`src/rtl/aes_round_sequencer.sv`:
```
// Control/next-state stage of the iterative AES-128 core: accepts a plaintext/key pair,
// steps the external round datapath one round per clk, then holds the ciphertext for downstream.
module aes_round_sequencer #(
    parameter int NUM_ROUNDS = 10,
    parameter int DATA_W     = 128
) (
    input  logic              clk,
    input  logic              rst,
    input  logic              in_valid,
    output logic              in_ready,
    input  logic [DATA_W-1:0] plaintext,
    input  logic [DATA_W-1:0] key_in,
    output logic              key_load,
    input  logic [DATA_W-1:0] state_q,
    input  logic [DATA_W-1:0] round_out,
    output logic [DATA_W-1:0] state_d,
    output logic [3:0]        round_idx,
    output logic              final_round,
    output logic              out_valid,
    input  logic              out_ready,
    output logic [DATA_W-1:0] ciphertext,
    output logic [1:0]        fsm_state
);

    // Handshakes: a transfer happens at a rising edge where valid and ready are both 1;
    // a source keeps its payload stable while valid=1 and ready=0.

    typedef enum logic [1:0] {
        IDLE  = 2'd0,
        ROUND = 2'd1,
        HOLD  = 2'd2
    } fsm_t;

    localparam logic [3:0] LAST_ROUND = 4'(NUM_ROUNDS);

    fsm_t              state_r;
    fsm_t              state_nx;
    logic [3:0]        idx_nx;
    logic              ov_nx;
    logic [DATA_W-1:0] ct_nx;
    logic              is_last;

    assign fsm_state = state_r;

    always_ff @(posedge clk) begin
        if (rst) begin
            state_r    <= IDLE;
            round_idx  <= 4'd0;
            out_valid  <= 1'b0;
            ciphertext <= '0;
        end else begin
            state_r    <= state_nx;
            round_idx  <= idx_nx;
            out_valid  <= ov_nx;
            ciphertext <= ct_nx;
        end
    end

    always_comb begin
        state_nx    = state_r;
        idx_nx      = round_idx;
        ov_nx       = out_valid;
        ct_nx       = ciphertext;
        in_ready    = 1'b0;
        key_load    = 1'b0;
        state_d     = state_q;
        final_round = 1'b0;
        is_last     = (round_idx == LAST_ROUND);

        case (state_r)
            IDLE: begin
                in_ready = 1'b1;
                if (in_valid) begin
                    // Initial AddRoundKey goes straight into the state register.
                    state_d  = plaintext ^ key_in;
                    key_load = 1'b1;
                    idx_nx   = 4'd1;
                    state_nx = ROUND;
                end
            end
            ROUND: begin
                state_d     = round_out;
                final_round = is_last;
                if (is_last) begin
                    ct_nx    = round_out;
                    ov_nx    = 1'b1;
                    idx_nx   = 4'd0;
                    state_nx = HOLD;
                end else begin
                    idx_nx = round_idx + 4'd1;
                end
            end
            HOLD: begin
                if (out_ready) begin
                    ov_nx    = 1'b0;
                    state_nx = IDLE;
                end
            end
            default: begin
                state_nx = IDLE;
                idx_nx   = 4'd0;
                ov_nx    = 1'b0;
            end
        endcase

        // The external state register has no reset; feeding zeros flushes it.
        if (rst) begin
            state_d  = '0;
            key_load = 1'b0;
        end
    end

endmodule

```
`config.mk`:
```
export PLATFORM = sky130hd
export DESIGN_NAME = aes_round_sequencer
export DESIGN_NICKNAME = d
export VERILOG_FILES = /design/src/rtl/aes_round_sequencer.sv
export SDC_FILE = /design/constraint.sdc
export NUM_CORES = 1
export LEC_CHECK = 0
export ABC_AREA = 1
export CAP_MARGIN = 20
export CORE_AREA = 2 2 302 304
export DETAILED_ROUTE_END_ITERATION = 7
export DIE_AREA = 0 0 304 306
export DONT_BUFFER_PORTS = 1
export PLACE_DENSITY = 0.3
export SLEW_MARGIN = 20
export SYNTH_ARGS = -nofsm -noshare
export SYNTH_HDL_FRONTEND = slang
export SYNTH_SLANG_ARGS = --single-unit
```
`constraint.sdc`:
```
create_clock -name clk -period 1.4 [get_ports clk]
set_input_delay 0.28 -clock clk [delete_from_list [all_inputs] [get_ports clk]]
set_output_delay 0.28 -clock clk [all_outputs]
set_load 0.05 [all_outputs]
```
==> reports/results.txt <==
CTS placed an instance of sky130_fd_sc_hd__clkbuf_16 at the clock tree root. The die extent in x was 304 microns; the share of cells above drive strength 1 was 0.217. Final HPWL from detailed placement: 44300 microns. In this run, CTS created clock tree buffers numbering 17. Once detail routing completed, the nets flagged for antenna violations numbered 0.

The checks that failed: setup timing. From bottom edge to top edge, the die measures 306 microns. In this run the worst hold path is classified as in2reg. The tools report the total global-route track usage as 0.115. Relative to the synthesized area, the layout overhead comes to 58.1%. The effective utilization at floorplan came out at 0.112.

In this run, the number of DRC markers left after iteration 0 of detailed routing was 651. The post-synthesis net count is 2466, and the wire length of the first global-routing pass is 79300 microns. The clock-pin slew on the worst setup and hold paths is 80 ps. The critical path is of the reg2out type.

In the routed design, unresolved DRC markers number 0. For this run, the slowest stage of the critical path takes 370 ps. 782 I/O pins were placed.

The top cell types in the final layout, fill and taps aside, are sky130_fd_sc_hd__nand2_1, sky130_fd_sc_hd__nor2_1, sky130_fd_sc_hd__inv_1. Relative max-transition margin: 0.619. The flow ran to the end, but the final reports show violations.

Final count of negative-setup-slack endpoints: 334. The tools report the via count of the first global-routing pass as 12600. The run gives 7 as the number of antenna violations at the first check in global routing.

The worst setup path is captured at an output pin. The count of buffers from port buffering is 0, and the post-placement worst setup slack is -464 ps. The average wire length per cell after detail routing is 18.4 microns, and the number of standard-cell rows in the floorplan is 110. The synthesized design contains 135 register bits. The tree built by TritonCTS fans out to 135 sinks.

The number of max-cap violations is 0, and the number of buffers and inverters on the critical path is 4. In the final layout, the multi-input gates occupy 0.00626 sq mm. The via count was 12700; the number of filler instances in the final layout was 10500. Data on the critical path is required at its endpoint by 1120 ps. The pre-antenna-repair detailed-routing pass consisted of 7 iterations. The relative contribution of the clock network to total power is 0.356, and the post-detailed-route via-to-cell ratio is 3.77.

Dividing the synthesized area by the synthesized cell count gives 5.15 sq um. The H-tree was split into 4 levels. The gate count after technology mapping is 1948. The library cell used most frequently in the layout, excluding fill and tap cells, is sky130_fd_sc_hd__nand2_1. The post-route worst setup slack came out at -913 ps.

The tools report the max-slew violation total from the final report as 0. The tools report the cell internal power dissipation as 7780 uW. The total die area is 0.0930 sq mm, and the overflow left after global routing is 0. Along the worst path, the maximum fanout reaches 12. For this run, the top clock speed supported by timing is 432 MHz.

The hold violation count in the final report was 0. Sequential-to-total area share from yosys stat: 0.269. Counting I/O delays and the setup requirement, the final critical path takes 2310 ps. The worst setup path is launched from a register.

In this run the power spent charging and discharging nets is 5500 uW. Counting stages on the worst path, the most repeated cell is sky130_fd_sc_hd__nand2_1. The sequential power share was 0.290. Setup repair after global routing could not meet its margin everywhere.

The number of unique standard cell types used by synthesis is 20. The run gives 0 as the warning count from the yosys run. For the maximum ir drop on the vdd rail, the log shows 0.885 mV. Summing all flip-flop and latch instances after layout gives 0.00272 sq mm. The core region is 0.0896 sq mm. Entering global routing, the biggest net connects 48 pins. After detailed routing, the total wire length is 62100 microns. The final setup TNS is -143630 ps, and the combined area of all synthesized cells is 0.0100 sq mm. The largest clock skew in the final design was 15.3 ps; the final design utilization was 0.177. The minimum hold slack came out at 83.8 ps.

The completed layout was analyzed and its total power is 13300 uW. The fraction of the cycle the final worst path needs was 1.65; the number of buffers between clock root and the deepest sink was 2. The switching part of the total is 0.414.

Dominant delay contributor by cell family on the critical path: buffers and inverters. Clock latency on the worst-skew pair, taken at its later pin, is 480 ps. TritonCTS built the clock tree. The congestion estimate from routability-driven global placement came to 0.863. The power density over the cells was 837 mW/mm^2; the arrival time of the worst setup path was 2030 ps.

The share of total power in combinational logic was 0.353; the count of nets after finishing was 2695. At the pin with the least slew margin, the transition time is 571 ps. The slowest stage of the critical path is the sky130_fd_sc_hd__dfxtp_4 cell. The leakage power total was 0.00694 uW.

Walking the worst path, the cells encountered are inv_4 -> nand2_4 -> nor2_4 -> buf_4 -> clkbuf_16 -> nand2_1 -> nand3_1 -> nand2_1 -> clkinvlp_4.
[state kept, by name, indices dropped and copies added (netlist names)]
name        flops
ciphertext    128
out_valid       1
round_idx       4
fsm_state       2
[worst register-to-register path, delay by kind of cell, from the launching register on]
family / cells / cell delay [ps]
buffers and inverters: 5 / 810
DFF: 1 / 390
and+or+nand+nor: 3 / 270
AOI/OAI and AO/OA: 1 / 200
[per-layer routing]
metal / vias up / GRT usage / routed length [microns]
met5: - / 0 / 55
met4: 8 / 0.0621 / 3050
met3: 136 / 0.0454 / 5190
met2: 599 / 0.208 / 31600
met1: 5693 / 0.112 / 22200
li1: 6254 / - / -
[power by group through the flow]
stage          logic, uW  registers (uW)  clock network, uW
3_3_place_gp        3860            3940                  0
6_report            4690            3850               4730
5_1_grt             5050            3850               5190
3_5_place_dp        3840            3940                  0
2_1_floorplan       3060            3970                  0
4_1_cts             4250            3850               5060
[cell usage after synthesis (all sizes together)]
library cell	count	area, sq um
o21ai	129	646
dfxtp	135	2700
inv	267	1000
buf	58	367
nand3	129	646
a21oi	7	35.0
o21a	1	7.51
clkbuf	40	151
nand2	658	2470
nor2	519	1960
nor3	1	5.00
nand3b	1	7.51
nand4	1	6.26
ha	2	25.0
[area by class of cell]
class	count	area share
multi-input cells	1448	0.395
repair buffers	308	0.208
flip-flops and latches	135	0.172
inverters	267	0.0963
well taps	1176	0.0928
clock buffers	18	0.0284
clock inverters	14	0.00797
diodes	3	0.000473
[timing repair]
item | CTS | global route
pin swaps | 0 | 11
cloned | 2 | 15
hold buffers | 122 | 0
buffers inserted | 2 | 14
hold endpoints to repair | 125 | 0
resized for setup | 18 | 129
setup endpoints to repair | 345 | 347
[cells by family after synthesis]
kind of cell,Yosys count,share of synthesized area
compound gates,137,0.0686
fa+ha+maj,2,0.00249
buf+inv,365,0.152
flops,135,0.269
simple gates,1309,0.508
[worst paths after layout]
kind / slack [ps] / end / cells past startpoint / startpoint
max: -910 / state_d[102] / 9 / fsm_state[1]$_SDFFE_PP0P_
min: 80 / round_idx[1]$_SDFFE_PP0P_ / 3 / in_valid
max reg2reg: -360 / ciphertext[43]$_SDFFE_PP0P_ / 9 / fsm_state[0]$_SDFFE_PP0P_
min reg2reg: 490 / ciphertext[67]$_SDFFE_PP0P_ / 2 / ciphertext[67]$_SDFFE_PP0P_
[per-stage QoR]
| stage | instance area, sq um | cells |
|---|---|---|
| after global placement | 13000 | 3179 |
| after detailed placement | 13000 | 3179 |
| after global routing | 15900 | 3368 |
| final | 15900 | 3369 |
| after CTS | 14900 | 3337 |
| after floorplan | 10800 | 1948 |
(Power assumes the default switching activity.)
